**config.mk**
```make
export PLATFORM = sky130hd
export DESIGN_NAME = pulse_width_meter
export DESIGN_NICKNAME = d
export VERILOG_FILES = /design/src/rtl/pulse_width_meter_pkg.sv /design/src/rtl/pulse_width_meter_edge_sync.sv /design/src/rtl/pulse_width_meter.sv
export SDC_FILE = /design/constraint.sdc
export NUM_CORES = 1
export LEC_CHECK = 0
export BUFFER_PORTS_ARGS = -buffer_cell sky130_fd_sc_hd__buf_2
export CAP_MARGIN = 20
export CORE_MARGIN = 2
export CORE_UTILIZATION = 45
export CTS_CLUSTER_SIZE = 28
export DETAILED_ROUTE_END_ITERATION = 7
export GPL_ROUTABILITY_DRIVEN = 0
export RECOVER_POWER = 50
export SETUP_SLACK_MARGIN = 0.1
export SLEW_MARGIN = 40
export SYNTH_ARGS = -nofsm -noshare
export SYNTH_HDL_FRONTEND = slang
export SYNTH_SLANG_ARGS = --single-unit
```
**constraint.sdc**
```tcl
create_clock -name sys_clk -period 3.4 [get_ports sys_clk]
set_clock_uncertainty 0.15 [all_clocks]
set_input_delay 0.17 -clock sys_clk [delete_from_list [all_inputs] [get_ports sys_clk]]
set_output_delay 0.17 -clock sys_clk [all_outputs]
set_load 0.02 [all_outputs]
```
**src/rtl/pulse_width_meter_pkg.sv**
```systemverilog
`default_nettype none
// ============================================================================
//  Module      : pulse_width_meter_pkg
//  Description : Shared types and constants for the pulse width meter:
//                measurement state encoding, default widths and the
//                saturation-value helper.
//  Revision    : 1.0 - initial release
// ============================================================================
package pulse_width_meter_pkg;

  localparam int W_DEFAULT           = 10;
  localparam int SYNC_STAGES_DEFAULT = 2;

  typedef enum logic [1:0] {
    IDLE      = 2'd0,
    MEAS_HIGH = 2'd1,
    MEAS_LOW  = 2'd2
  } state_e;

  // Largest value a w-bit counter can hold; widths clamp here.
  function automatic logic [31:0] sat_max(input int w);
    return (32'd1 << w) - 32'd1;
  endfunction

endpackage
`default_nettype wire

```
**src/rtl/pulse_width_meter_edge_sync.sv**
```systemverilog
`default_nettype none
// ============================================================================
//  Module      : pulse_width_meter_edge_sync
//  Description : Multi-flop synchroniser for the measured signal, one-cycle
//                delayed copy and rise/fall detection. Also flags when the
//                delayed copy holds a genuine post-reset sample, so that the
//                reset value of the pipeline is never mistaken for an edge.
//  Revision    : 1.0 - initial release
// ============================================================================
module pulse_width_meter_edge_sync #(
  parameter int SYNC_STAGES = 2
) (
  input  logic sys_clk,
  input  logic sys_rst,
  input  logic sig_in,
  output logic s,
  output logic rise,
  output logic fall,
  output logic primed
);

  logic [SYNC_STAGES-1:0] sync_q, sync_d;
  logic                   sdly_q, sdly_d;
  // One marker bit per pipeline stage (synchroniser + delay flop); the top
  // bit is set once the delay flop holds a real sample of sig_in.
  logic [SYNC_STAGES:0]   prime_q, prime_d;

  // Next-state for the synchroniser chain, delay flop and priming marker.
  always_comb begin
    sync_d  = {sync_q[SYNC_STAGES-2:0], sig_in};
    sdly_d  = sync_q[SYNC_STAGES-1];
    prime_d = {prime_q[SYNC_STAGES-1:0], 1'b1};
  end

  // Pipeline registers, all cleared by reset.
  always_ff @(posedge sys_clk) begin
    if (sys_rst) begin
      sync_q  <= '0;
      sdly_q  <= 1'b0;
      prime_q <= '0;
    end else begin
      sync_q  <= sync_d;
      sdly_q  <= sdly_d;
      prime_q <= prime_d;
    end
  end

  assign s      = sync_q[SYNC_STAGES-1];
  assign rise   = s & ~sdly_q;
  assign fall   = ~s & sdly_q;
  assign primed = prime_q[SYNC_STAGES];

endmodule
`default_nettype wire

```
**src/rtl/pulse_width_meter.sv**
```systemverilog
`default_nettype none
// ============================================================================
//  Module      : pulse_width_meter
//  Description : Measures high time, low time and period of an asynchronous
//                square wave in sys_clk cycles. One result per complete
//                period (rise to rise), flagged by a one-cycle strobe. Counts
//                saturate at 2^W-1; sat qualifies a result, stuck reports a
//                phase that is currently saturated.
//  Revision    : 1.0 - initial release
// ============================================================================
module pulse_width_meter
  import pulse_width_meter_pkg::*;
#(
  parameter int W           = W_DEFAULT,
  parameter int SYNC_STAGES = SYNC_STAGES_DEFAULT
) (
  input  logic         sys_clk,
  input  logic         sys_rst,
  input  logic         sig_in,
  output logic [W-1:0] high_width,
  output logic [W-1:0] low_width,
  output logic [W:0]   period,
  output logic         meas_valid,
  output logic         sat,
  output logic         stuck
);

  localparam logic [W-1:0] C_MAX = W'(sat_max(W));
  localparam logic [W-1:0] C_ONE = W'(1);

  logic s, rise, fall, primed;

  pulse_width_meter_edge_sync #(
    .SYNC_STAGES(SYNC_STAGES)
  ) u_edge_sync (
    .sys_clk (sys_clk),
    .sys_rst (sys_rst),
    .sig_in  (sig_in),
    .s       (s),
    .rise    (rise),
    .fall    (fall),
    .primed  (primed)
  );

  state_e       state_q, state_d;
  logic [W-1:0] cnt_q, cnt_d;
  logic [W-1:0] cnt_inc;
  logic [W-1:0] hi_tmp_q, hi_tmp_d;
  logic [W-1:0] high_width_q, high_width_d;
  logic [W-1:0] low_width_q, low_width_d;
  logic [W:0]   period_q, period_d;
  logic         meas_valid_q, meas_valid_d;
  logic         sat_q, sat_d;
  logic         stuck_q, stuck_d;

  // Measurement FSM: phase tracking, saturating counter and result capture.
  always_comb begin
    state_d      = state_q;
    cnt_d        = cnt_q;
    hi_tmp_d     = hi_tmp_q;
    high_width_d = high_width_q;
    low_width_d  = low_width_q;
    period_d     = period_q;
    meas_valid_d = 1'b0;
    sat_d        = sat_q;
    cnt_inc      = (cnt_q == C_MAX) ? cnt_q : cnt_q + C_ONE;

    case (state_q)
      IDLE: begin
        cnt_d = '0;
        // Until the edge pipeline holds real samples, an apparent rise is
        // just the reset value draining out; a signal that was already high
        // at reset must not start a measurement.
        if (rise && primed) begin
          state_d = MEAS_HIGH;
          cnt_d   = C_ONE;
        end
      end
      MEAS_HIGH: begin
        if (fall) begin
          hi_tmp_d = cnt_q;
          cnt_d    = C_ONE;
          state_d  = MEAS_LOW;
        end else begin
          cnt_d = cnt_inc;
        end
      end
      MEAS_LOW: begin
        if (rise) begin
          high_width_d = hi_tmp_q;
          low_width_d  = cnt_q;
          period_d     = {1'b0, hi_tmp_q} + {1'b0, cnt_q};
          sat_d        = (hi_tmp_q == C_MAX) || (cnt_q == C_MAX);
          meas_valid_d = 1'b1;
          cnt_d        = C_ONE;
          state_d      = MEAS_HIGH;
        end else begin
          cnt_d = cnt_inc;
        end
      end
      default: begin
        state_d = IDLE;
        cnt_d   = '0;
      end
    endcase

    // Registered alongside the counter so it tracks the counter exactly.
    stuck_d = (state_d != IDLE) && (cnt_d == C_MAX);
  end

  // State, counter and output registers; reset aborts any measurement.
  always_ff @(posedge sys_clk) begin
    if (sys_rst) begin
      state_q      <= IDLE;
      cnt_q        <= '0;
      hi_tmp_q     <= '0;
      high_width_q <= '0;
      low_width_q  <= '0;
      period_q     <= '0;
      meas_valid_q <= 1'b0;
      sat_q        <= 1'b0;
      stuck_q      <= 1'b0;
    end else begin
      state_q      <= state_d;
      cnt_q        <= cnt_d;
      hi_tmp_q     <= hi_tmp_d;
      high_width_q <= high_width_d;
      low_width_q  <= low_width_d;
      period_q     <= period_d;
      meas_valid_q <= meas_valid_d;
      sat_q        <= sat_d;
      stuck_q      <= stuck_d;
    end
  end

  assign high_width = high_width_q;
  assign low_width  = low_width_q;
  assign period     = period_q;
  assign meas_valid = meas_valid_q;
  assign sat        = sat_q;
  assign stuck      = stuck_q;

endmodule
`default_nettype wire
```
# ---- After elaboration in Yosys (flattened, before gate mapping)
# Cells that the tools add are included.
dict set report classes {
  add_sub_neg 2
  n_eq_ne 5
  n_mux 11
  bitwise 5
  reduce_logical 8
}
# operator count
set op_table {}
lappend op_table {{$eq A10 B10 Y1 const B} 3}
lappend op_table {{$mux W10} 3}
lappend op_table {{$pmux W10 S3} 1}
lappend op_table {{$add A10 B10 Y11} 1}
lappend op_table {{$add A10 B1 Y10 const B} 1}
lappend op_table {{$mux W2} 3}
lappend op_table {{$pmux W2 S3} 1}
lappend op_table {{$reduce_and A2 Y1} 2}
lappend op_table {{$mux W1} 3}
lappend op_table {{$not A1 Y1} 3}
lappend op_table {{$and A1 B1 Y1} 2}
lappend op_table {{$eq A2 B1 Y1 const B} 1}
lappend op_table {{$eq A2 B2 Y1 const B} 1}
lappend op_table {{$logic_and A1 B1 Y1} 2}
lappend op_table {{$logic_not A2 Y1} 1}
lappend op_table {{$reduce_bool A2 Y1} 1}
lappend op_table {{$reduce_or A2 Y1} 1}
lappend op_table {{$logic_or A1 B1 Y1} 1}
dict set report totals {
  ff_bits 62
  output_inout_bits 34
  wordCells 44
}

# ---- Longest topological paths before layout
dict set report logic_depth {
  ltp_word 7
  ltp_mapped 8
  ltp_nobuf 8
}

# ---- Modules after synthesis
# A second synthesis with hierarchy kept.
dict set report unflattened {
  cells_unflattened 337
  hier_area_um2 2891.5
}
# mod instances cells_per_inst area_per_inst_um2 seq_area_each_um2
set by_module_without_submodules {}
lappend by_module_without_submodules {pulse_width_meter 1 323 2723.9 1121.1}
lappend by_module_without_submodules {pulse_width_meter_edge_sync 1 14 167.7 120.1}

# ---- Worst setup path after synthesis
# No wires, ideal clock.
dict set report synth_path {
  path_kind {reg2reg}
  from {register cnt_q[1]}
  to {register stuck_q, in the netlist stuck}
  setup_ns 0.087
  arrival_ns 1.884
  required_time_ns 3.163
  setup_slack_ns 1.278
  path_stages_with_launch 7
  path_buffers 0
  path_cell_list {dfxtp_1 > ha_1 > nand4_2 > nor3_2 > xor2_1 > o211a_1 > nor4b_2}
}
dict set report synth_between {
  elab_chain_cells 6
  word_cells_on_any_way 8
}
# element line_no
set synth_rtl {}
lappend synth_rtl {{from (decl)} pulse_width_meter.sv:46} ;# logic [W-1:0] cnt_q, cnt_d;
lappend synth_rtl {{from (signal assigned)} pulse_width_meter.sv:125} ;# cnt_q <= cnt_d;
lappend synth_rtl {{$add A10 B1 Y10 or $eq A10 B10 Y1 (tied branches)} pulse_width_meter.sv:66} ;# cnt_inc = (cnt_q == C_MAX) ? cnt_q : cnt_q + C_ONE;
lappend synth_rtl {{$mux W10 (*)} pulse_width_meter.sv:66}
lappend synth_rtl {{$mux W10, on equally long branches} {pulse_width_meter.sv:89, pulse_width_meter.sv:80}}
lappend synth_rtl {{$pmux W10 S3 (*)} pulse_width_meter.sv:68} ;# case (state_q)
lappend synth_rtl {{$eq A10 B10 Y1 (*)} pulse_width_meter.sv:108} ;# stuck_d = (state_d != IDLE) && (cnt_d == C_MAX);
lappend synth_rtl {{$logic_and A1 B1 Y1 (*)} pulse_width_meter.sv:108}
lappend synth_rtl {{to (signal assigned)} pulse_width_meter.sv:132} ;# stuck_q <= stuck_d;
lappend synth_rtl {{to (decl)} pulse_width_meter.sv:54} ;# logic stuck_q, stuck_d;
# Mark *: on every way between the ends. The rest lies on a longest branch, timed or not.
# A chain may end at the register's enable or synchronous reset.

# ---- Final worst setup path
# Same ends and word-level chain as after synthesis.

==> results_dict.tcl <==
set metrics [dict create \
    seq_area_um2 1240 \
    yosys_register_bits 62 \
    syn-cell-area_um2 2900 \
    post-route-period-util 0.710 \
    rrSetupSlack_ns 0.99 \
    async_reset_ff_frac 0 \
    fin_crit_ns 2.41 \
    drcViolationCount 0 \
    yosysTopAreaCellShare 0.428 \
    tightest_slew_ns 2.28 \
    drive_gt1_frac 0.0773 \
    ctsResizeCount 0 \
    grt_usage 0.201 \
    yosysTopAreaCell "dfxtp_1" \
    cts_made_buffers 9 \
    ios 37 \
    grt_max_degree 54 \
    layoutNonFillerInstCount 465 \
    slew_viol_final 54 \
    ir_worst_vdd_v 0.000249 \
    rows 29 \
    antenna_cells 0 \
    num-fill-cells 657 \
    outcome "finished with violations" \
    die_h_um 84.3 \
    synth_edf_count 0 \
    wirelength_um 6700 \
    startpoint_type "flip-flop" \
    power.total_mw 1.48 \
    criticalPathCategory "flip-flop to flip-flop" \
    hold_path_depth 2 \
    hp-class "primary input to flip-flop" \
    yosysSeqAreaShare 0.428 \
    synthTopCellsByArea "dfxtp_1 43%, nand2_1 10%, a21oi_1 6.7%" \
    postRouteAntennaNets 0 \
    rr_startpoint "cnt_q[1]$_SDFF_PP0_" \
    start_util 0.462 \
    arrival_ns 2.52 \
    antenna_found_initial 0 \
    final_hold_viol_count 0 \
    synthesis.nets 369 \
    fp.dieW_um 84.3 \
    wl_per_cell_um 14.4 \
    maxCapViolations 1 \
    syn_avg_cell_area_um2 8.19 \
    finalSetupViolCount 0 \
    via_per_inst 5.42 \
    worstHoldEndpoint "u_edge_sync.prime_q[0]$_DFF_P_" \
    clk_pin_slew_ns 0.07 \
    required_ns 3.51 \
    synth_warnings 0 \
    cts_buffer_depth 2 \
    reg2reg_depth 6 \
    worst_slew_margin_rel -0.523 \
    rsz0062_at_grt "false" \
    nets 399 \
    grt_pass1_vias 2354 \
    placed_cell_area_um2 3100 \
    fin_area_um2 3290 \
    worst_setup_path_end_kind "flip-flop" \
    grt_pass1_wl_um 11400 \
    fmaxAchievable_mhz 414 \
    dr.pass1.iters 4 \
    fin_util 0.524 \
    violations "capacitance limit, slew limit" \
    io_buffers 36 \
    pwr_density_cell_nw_per_um2 449 \
    overflow 0 \
    dp_hpwl_um 4520 \
    core_um2 6280 \
    syn_inst 354 \
    vias 2519 \
    tns_ns 0 \
    cts.sink_count 62 \
    place_inst 449 \
    cts_max_level 3 \
    leakage_nw 1.15 \
    cts_tree "yes" \
    r2r-end "stuck$_SDFF_PP0_" \
    drt_first_iter_violations 180 \
    synth-main-ff-cell "dfxtp_1" \
    insertion_delay_ns 0.34 \
    area_delta_synth_final_pct 13.5 \
    clockRootBuffer "clkbuf_8" \
    critPathMaxFanout 10 \
    min_from "sys_rst" \
    dieArea_um2 7100 \
    synth.distinct_cells 54 \
    multi_input_area_um2 1540 \
]
-- per-layer routing --
metal / wire length, um / GRT usage
met3: 297 / 0.0364
met5: 0 / 0
met2: 2960 / 0.318
met4: 110 / 0.0982
met1: 3330 / 0.266
-- power by group --
part / internal (mW) / total (mW) / leakage [nW] / switching (mW)
Combinational: 0.00562 / 0.0209 / 0.536 / 0.0152
Sequential: 0.730 / 0.731 / 0.500 / 0.00189
Clock: 0.446 / 0.726 / 0.115 / 0.280
-- cells in the final DEF, fill, tap and decap left out, types with 5 or more instances in the layout --
cell type,instances
a21oi_1,39
a31oi_1,5
clkbuf_1,35
clkbuf_8,11
dfxtp_1,62
ha_1,11
inv_1,6
nand2_1,77
nand3_1,11
nand4_1,7
nor2_1,20
nor2b_1,11
nor3_1,12
o21a_1,5
o21ai_0,9
-- cell usage after synthesis (2+ instances only) --
master	number
a211oi_1	4
a21boi_0	2
a21oi_1	39
a31o_1	3
a31oi_1	5
and2_1	2
and3_1	4
buf_1	2
buf_2	7
clkbuf_1	10
dfxtp_1	62
ha_1	11
inv_1	6
mux2i_1	2
nand2_1	77
nand2b_1	5
nand3_1	11
nand4_1	7
nor2_1	21
nor2b_1	11
nor3_1	12
nor4b_1	2
o211ai_1	4
o21a_1	5
o21ai_0	9
or3_1	3
-- final cells by class --
class	count	area share
clock buffers	11	0.0460
clock inverters	4	0.0213
inverters	6	0.00685
multi-input cells	265	0.469
flip-flops and latches	62	0.377
well taps	77	0.0293
repair buffers	40	0.0506
-- registers in the layout, indices dropped and copies added (netlist names) --
signal and cells:
low_width 10, sat 1, state_q 2, period 11, meas_valid 1, u_edge_sync.sync_q 2, high_width 10, u_edge_sync.sdly_q 1
u_edge_sync.prime_q 3, stuck 1, cnt_q 10, hi_tmp_q 10
-- what timing repair did --
item / in CTS / in global routing
hold buffers: 1 / 0
endpoints found under the hold margin: 1 / 0
endpoints found under the setup margin: 0 / 0
buffers inserted: 0 / 0
-- critical path, cell delays in order, from the launching register on --
cell	delay [ns]
dfxtp_1	0.50
ha_1	0.36
nand4_2	0.24
nor3_2	0.45
xor2_1	0.12
o211a_1	0.25
nor4b_2	0.26
-- stage by stage --
stage | setup slack, ns | hold WS [ns]
floorplan | 1.28 | 0.148
global placement | 1.08 | 0.228
detailed placement | 1.02 | 0.237
CTS | 0.991 | 0.0458
global route | 0.829 | 0.0672
finish | 0.986 | 0.0501
-- worst max path at each step --
stage / from / to / slack, ns / depth (start not counted)
6_report: cnt_q[1]$_SDFF_PP0_ / stuck$_SDFF_PP0_ / 0.99 / 6
5_1_grt: cnt_q[1]$_SDFF_PP0_ / stuck$_SDFF_PP0_ / 0.83 / 6
4_1_cts: cnt_q[1]$_SDFF_PP0_ / stuck$_SDFF_PP0_ / 0.99 / 6
3_5_place_dp: cnt_q[1]$_SDFF_PP0_ / stuck$_SDFF_PP0_ / 1.02 / 6
3_3_place_gp: cnt_q[1]$_SDFF_PP0_ / stuck$_SDFF_PP0_ / 1.08 / 6
2_1_floorplan: cnt_q[1]$_SDFF_PP0_ / stuck$_SDFF_PP0_ / 1.28 / 6
-- logic make-up (layout without fill, tap and decap cells) --
logic type / count (synthesis) / count (layout) / synth area share
AO/OA/AOI/OAI: 84 / 84 / 0.181
flip-flops: 62 / 62 / 0.428
multiplexers: 3 / 3 / 0.0108
adder cells (fa/ha/maj): 12 / 12 / 0.0544
XOR/XNOR: 3 / 3 / 0.0117
buffers and inverters: 27 / 61 / 0.0419
AND/OR/NAND/NOR: 163 / 163 / 0.272
No activity file was read; power rests on OpenSTA's default activity.
